--- src/rtl/psum_deskew_collector.sv ---
// Deskews systolic-array bottom-row partial sums into whole rows and queues them in a DEPTH-row FIFO.
// Optional PSUM_OVF_CNT_EN builds a saturating dropped-row counter on ovf_cnt (tied to 0 otherwise).
module psum_deskew_collector #(
  parameter int WORDWIDTH = 8,
  parameter int COLS      = 4,
  parameter int DEPTH     = 4
) (
  input  logic                            clk,
  input  logic                            reset_n,
  input  logic                            clear,
  input  logic [COLS-1:0]                 enable_in,
  input  logic [COLS*WORDWIDTH*4-1:0]     ps_in,
  output logic                            row_valid,
  input  logic                            row_ready,
  output logic [COLS*WORDWIDTH*4-1:0]     row_data,
  output logic [$clog2(DEPTH):0]          fifo_count,
  output logic                            overflow,
  output logic                            skew_err,
  output logic [7:0]                      ovf_cnt
);

  localparam int PSW  = WORDWIDTH * 4;
  localparam int ROWW = COLS * PSW;
  localparam int AW   = $clog2(DEPTH);
  localparam logic [AW:0] FULL_CNT = (AW+1)'(DEPTH);

  logic [COLS-1:0] al_en;
  logic [ROWW-1:0] al_dat;

  // Column c waits COLS-1-c cycles so every column lines up with the last one.
  for (genvar c = 0; c < COLS; c++) begin : g_col
    if (c == COLS-1) begin : g_pass
      assign al_en[c]               = enable_in[c];
      assign al_dat[c*PSW +: PSW]   = ps_in[c*PSW +: PSW];
    end else begin : g_dly
      localparam int N = COLS - 1 - c;
      logic [N-1:0]     en_sr;
      logic [N*PSW-1:0] dat_sr;

      always_ff @(posedge clk) begin
        if (!reset_n) begin
          en_sr  <= '0;
          dat_sr <= '0;
        end else begin
          en_sr[0]       <= clear ? 1'b0 : enable_in[c];
          dat_sr[0 +: PSW] <= ps_in[c*PSW +: PSW];
          for (int s = 1; s < N; s++) begin
            en_sr[s]             <= clear ? 1'b0 : en_sr[s-1];
            dat_sr[s*PSW +: PSW] <= dat_sr[(s-1)*PSW +: PSW];
          end
        end
      end

      assign al_en[c]             = en_sr[N-1];
      assign al_dat[c*PSW +: PSW] = dat_sr[(N-1)*PSW +: PSW];
    end
  end

  logic [ROWW-1:0] mem [DEPTH];
  logic [AW-1:0]   wr_ptr, rd_ptr;
  logic [AW:0]     count;
  logic            complete, skew, full, pop, push, drop;

  assign complete = &al_en;
  assign skew     = (|al_en) & ~complete;
  assign full     = (count == FULL_CNT);
  assign pop      = row_valid & row_ready & ~clear;
  // A pop in the same cycle frees the slot the incoming row needs.
  assign push     = complete & (~full | pop) & ~clear;
  assign drop     = complete & full & ~pop & ~clear;

  always_ff @(posedge clk) begin
    if (reset_n && push) mem[wr_ptr] <= al_dat;
  end

  always_ff @(posedge clk) begin
    if (!reset_n || clear) begin
      wr_ptr   <= '0;
      rd_ptr   <= '0;
      count    <= '0;
      overflow <= 1'b0;
      skew_err <= 1'b0;
    end else begin
      if (push) wr_ptr <= wr_ptr + AW'(1);
      if (pop)  rd_ptr <= rd_ptr + AW'(1);
      case ({push, pop})
        2'b10:   count <= count + (AW+1)'(1);
        2'b01:   count <= count - (AW+1)'(1);
        default: count <= count;
      endcase
      if (drop) overflow <= 1'b1;
      if (skew) skew_err <= 1'b1;
    end
  end

  assign fifo_count = count;
  assign row_valid  = (count != '0);
  assign row_data   = row_valid ? mem[rd_ptr] : '0;

`ifdef PSUM_OVF_CNT_EN
  logic [7:0] ovf_cnt_q;

  always_ff @(posedge clk) begin
    if (!reset_n || clear) ovf_cnt_q <= 8'd0;
    else if (drop && ovf_cnt_q != 8'hFF) ovf_cnt_q <= ovf_cnt_q + 8'd1;
  end

  assign ovf_cnt = ovf_cnt_q;
`else
  assign ovf_cnt = 8'd0;
`endif

endmodule

--- config.mk ---
export PLATFORM = sky130hd
export DESIGN_NAME = psum_deskew_collector
export DESIGN_NICKNAME = d
export VERILOG_FILES = /design/src/rtl/psum_deskew_collector.sv
export SDC_FILE = /design/constraint.sdc
export NUM_CORES = 1
export LEC_CHECK = 0
export ABC_AREA = 1
export BUFFER_PORTS_ARGS = -buffer_cell sky130_fd_sc_hd__buf_2
export CAP_MARGIN = 20
export CELL_PAD_IN_SITES_DETAIL_PLACEMENT = 1
export CELL_PAD_IN_SITES_GLOBAL_PLACEMENT = 2
export CORE_UTILIZATION = 42
export DETAILED_ROUTE_END_ITERATION = 16
export GPL_ROUTABILITY_DRIVEN = 0
export MAX_ROUTING_LAYER = met4
export PLACE_DENSITY_LB_ADDON = 0.1
export SLEW_MARGIN = 20
export SYNTH_ARGS = -nofsm -noshare
export SYNTH_HDL_FRONTEND = slang
export SYNTH_SLANG_ARGS = --single-unit
--- constraint.sdc ---
create_clock -name clk -period 19.4 [get_ports clk]
set_input_delay 2.91 -clock clk [delete_from_list [all_inputs] [get_ports clk]]
set_output_delay 2.91 -clock clk [all_outputs]
set_load 0.01 [all_outputs]
* After elaboration in Yosys (flattened, before gate mapping)
Memories as Yosys holds them, arrays and structs flattened. A register that Yosys moved wholly into a read port is not among the register bits. Index checks and enable logic that the tools add are counted.
Word-level totals: bits in registers 207, RAM bits 512, input bits 136, logic and storage cells 47, memories 1
Operators by class: $add $sub $neg 4, equality and inequality tests 3, multiplexer cells 6, bitwise gates (word level) 14, reduce and logical (&&, ||, !) cells 8
Memory list:
- mem | depth 4, width 128, rd ports 1, clocked after Yosys merged registers in 1, write ports 1, RTL line 59 | logic [ROWW-1:0] mem [DEPTH];
Operators with widths (count):
- 2-to-1 mux 128 bit | 1
- bitwise AND 1 bit | 8
- case mux 3 bit (2 select lines) | 1
- inverter 1 bit | 5
- adder 2 x 1 -> 2 bit (second input constant) | 2
- 2-to-1 mux 2 bit | 2
- AND reduction 4 bit | 1
- OR reduction 4 bit | 1
- adder 3 x 1 -> 3 bit (second input constant) | 1
- == test 3 bit (second input constant) | 1
- nonzero test 3 bit | 1
- subtractor 3 x 1 -> 3 bit (second input constant) | 1
- == test 2 x 1 -> 1 bit (second input constant) | 1
- == test 2 bit (second input constant) | 1
- 2-to-1 mux 1 bit | 2
- nonzero test 2 bit | 1
- OR reduction 2 bit | 1
- logical AND 1 bit | 1
- zero test 1 bit | 1
- logical OR 1 bit | 1
- bitwise OR 1 bit | 1

* Depth between registers and ports, before layout
depth in word-level cells 9, gate-level depth with buffers 14, gate-level depth less buffers 14

* Least setup slack after synthesis
OpenSTA, ideal clock, no wires.
kind input to register, start point in clear, end point mem mem[0][0] in the netlist's numbering, enable pin, arrival time 8772 ps, data required time 18783 ps, slack 10011 ps, stages 7, buffers on the path 0, cells stage by stage inv_1 -> nand2_1 -> inv_1 -> nor2_1 -> nor2_1 -> nand2_1 -> nor2_1
On the way: longest elaborated chain between the ends 8
RTL lines:
- from (decl) | RTL line 10 | input logic clear,
- inverter 1 bit * | RTL line 67, 69
- bitwise AND 1 bit | RTL line 67 | assign pop = row_valid & row_ready & ~clear;
- bitwise OR 1 bit | RTL line 69 | assign push = complete & (~full | pop) & ~clear;
- bitwise AND 1 bit | RTL line 69
- bitwise AND 1 bit * | RTL line 69
- logical AND 1 bit * | RTL line 73 | if (reset_n && push) mem[wr_ptr] <= al_dat;
- 2-to-1 mux 1 bit * | RTL line 73
- 2-to-1 mux 1 bit (implied by the code) * | RTL line 73
- to (decl) | RTL line 59
Mark *: on every way between the ends. The rest lies on a longest branch, timed or not.

* Worst setup path in the final report
start point reg count[1], in the netlist fifo_count[1], end point out row_data[14]
On the way: longest elaborated chain between the ends 2
RTL lines:
- from (decl) | RTL line 61 | logic [AW:0] count;
- from (signal assigned) | RTL line 87 | 2'b10: count <= count + (AW+1)'(1);
- from (signal assigned) | RTL line 88 | 2'b01: count <= count - (AW+1)'(1);
- from (signal assigned) | RTL line 89 | default: count <= count;
- nonzero test 3 bit | RTL line 97 | assign row_valid = (count != '0);
- 2-to-1 mux 128 bit | RTL line 98 | assign row_data = row_valid ? mem[rd_ptr] : '0;
- to (decl) | RTL line 15 | output logic [COLS*WORDWIDTH*4-1:0] row_data,
No other way between the ends.

==> impl_metrics.toml <==
[synth]
synthSimpleGateAreaFrac_pct = 10.83
synth_top_family_by_area = "simple AND/OR/NAND/NOR gates"
synth_cell_types = 21
syn_area_per_cell_sq_um = 11.73
synth_cells = 2223
yosys_warnings = 0
synth_edf_count = 512
synth_area_sq_um = 26080
yosys.area_share.xor_xnor_pct = 0.03358
ys_ff_latch = 721
synth_ff_type = "edfxtp_1"
synthArstFlopShare_pct = 0
seq_area_frac_synth_pct = 74.99
synth_mux_area_share_pct = 0
synth_compound_area_share_pct = 7.560
yosys.area_share.adder_pct = 0.3166

[global_route]
grt-busiest-layer = "met2"
antenna_found_initial = 4
track_usage_pct = 20.43
grt_overflow = 0
grt_use_met3_pct = 3.583
grt_max_degree = 189
grt_use_met2_pct = 34.14
globalRouteMet1Util_pct = 25.56
grt_pass1_wl_mm = 96.10
grt_pass1_vias = 17040

[timing]
timing.fmax_mhz = 155.7
fin_crit_ns = 6.422
whs_ns = 0.4062
setup-violations-final = 0
fin_tns_setup_ns = 0
slew_violations = 0
grt_setup_unrepaired = "no"
worst_pin_slew_ns = 1.079
skew_ns = 0.01990
max_slew_margin_pct = 28.05
finalCritPeriodShare_pct = 33.10
final_hold_viol_count = 0

[critical_path]
reg2reg_to = "mem[3][25]"
crit_start = "fifo_count[1]"
worst_setup_path_end_kind = "output port"
cp_data_arrival_time_ns = 3.51
crit_fanout = 48
required_ns = 16.49
rrSetupSlack_ns = 15.97
start_kind = "register"
reg2reg_depth = 7
critPathKind = "register to output port"
worstReg2RegStart = "g_col[0].g_dly.en_sr[2]"

[floorplan]
initial_core_util_pct = 42.89
core-area_sq_um = 60810
die_y_um = 251.2
die_w_um = 251.2
die_area_sq_um = 63100
rows = 90
pin_count = 278

[route]
first_pass_iters = 6
drc = 0
dr.first_iter.drc_count = 777
routed_wl_mm = 62.30
wl_per_cell_um = 18.83
dr_total_vias = 16230
avgViaCountPerCell = 4.907
ant_nets = 0

[power]
p_sw_share_pct = 19.38
ir_drop_uv = 57.59
internal-power_mw = 2.515
pwr-share-clk_pct = 45.1
power_density_nw_per_um2 = 103.0
power.switching_mw = 0.6044
power_frac_comb_pct = 1.4
total_power_mw = 3.119
power_frac_seq_pct = 53.5
leakage_nw = 12.70

[clocking]
clock_latency_ns = 0.60
clk_pin_slew_ns = 0.06
cts_buffers = 74
cts_buffer_depth = 3
htreeDepth = 3
clkSinkCount = 721
post_cts_buffers = 0
cts_tree = "done"
cts-root-buf = "clkbuf_16"
cts_hold_buf = 0
post_cts_resize_count = 0

[final_layout]
multiInputGateArea_sq_um = 4949
layout-drive-gt1-share_pct = 16.10
area_growth_pct = 16.10
regArea_sq_um = 19570
postLayoutCellArea_sq_um = 30280
nFillCells = 6484
nNetsFinal = 2606

[worst_hold_path]
hold_depth = 2
hold_path_class = "register to register"
hp-start = "g_col[0].g_dly.dat_sr[49]"
hold_end = "g_col[0].g_dly.dat_sr[81]"

[place]
hpwlAfterDp_mm = 34.67
port_buffers = 269
postPlaceCellArea_sq_um = 27820

[job]
maxCapViolations = 0

[outcome]
status = "complete, no violations"
-- state kept, by name (all words and copies together), names as in the netlist, named ones only --
name	count
overflow	1
g_col.g_dly.dat_sr	192
rd_ptr	2
fifo_count	3
mem	512
skew_err	1
g_col.g_dly.en_sr	6
wr_ptr	2
-- area by class of cell --
| type | count | share of cell area, % |
|---|---|---|
| inverters | 220 | 2.768 |
| flip-flops and latches | 721 | 64.61 |
| clock inverters | 33 | 1.074 |
| clock buffers | 101 | 6.929 |
| repair buffers | 287 | 5.008 |
| multi-input cells | 1160 | 16.34 |
| diodes | 4 | 0.03306 |
| well taps | 782 | 3.231 |
-- cells by family (layout without fill, tap and decap cells) --
group | count (synthesis) | after routing
AND/OR/NAND/NOR | 751 | 751
flip-flops | 721 | 721
AO/OA/AOI/OAI | 394 | 394
buffers and inverters | 349 | 641
adder cells (fa/ha/maj) | 6 | 6
other | 1 | 12
XOR/XNOR | 1 | 1
-- cells in the mapped netlist, types with 16 or more instances --
library cell	n	area [sq um]
nor2_1	536	2012
edfxtp_1	512	15370
inv_1	219	822.0
nand2_1	210	788.3
dfxtp_1	209	4184
o21ai_0	166	830.8
a21oi_1	134	670.6
o21ai_1	94	470.5
buf_2	41	205.2
buf_6	24	270.3
clkbuf_2	24	120.1
clkbuf_1	19	71.32
buf_4	16	120.1
-- metrics by stage --
stage | std cells | util (%) | worst slack [ns]
2_1_floorplan | 2230 | - | 10.01
4_1_cts | 3303 | 49.74 | 12.46
3_3_place_gp | 3169 | 45.75 | 13.16
3_5_place_dp | 3169 | 45.75 | 13.10
6_report | 3308 | 49.80 | 12.98
5_1_grt | 3308 | 49.80 | 12.71
-- how the worst max path moves through the flow --
stage | to | cells past startpoint
after global placement | row_data[14] | 5
after CTS | row_data[14] | 5
after floorplan | mem[0][0] | 7
after global routing | row_data[94] | 7
after detailed placement | row_data[14] | 5
final | row_data[14] | 7
-- critical path, stage by stage (launching register included) --
cell,delay [ns]
dfxtp_1,0.34
nor2_1,0.17
nand2_1,0.17
inv_4,0.44
buf_4,0.64
buf_4,0.69
a21oi_1,0.19
buf_2,0.20
-- layer usage --
layer	vias to the layer above	wire (um)
li1	7811	-
met1	8068	27600
met2	278	30970
met3	77	2610
met4	0	1121
met5	-	0
-- power groups by stage --
stage / logic, mW / clock network (mW) / registers, mW
2_1_floorplan: 0.0201 / 0 / 1.70
3_3_place_gp: 0.0417 / 0 / 1.70
3_5_place_dp: 0.0432 / 0 / 1.70
4_1_cts: 0.0434 / 1.45 / 1.67
5_1_grt: 0.0485 / 1.50 / 1.67
6_report: 0.0422 / 1.41 / 1.67
-- cell usage in the layout, fill, tap and decap left out, drive strengths merged, types with 8 or more instances in the layout --
master  netlist  final
nor2        536    536
edfxtp      512    512
buf          86    287
o21ai       260    260
inv         220    222
nand2       210    210
dfxtp       209    209
a21oi       134    134
clkbuf       43    101
clkinv        0     22
conb          1      8
(Power assumes the default switching activity.)
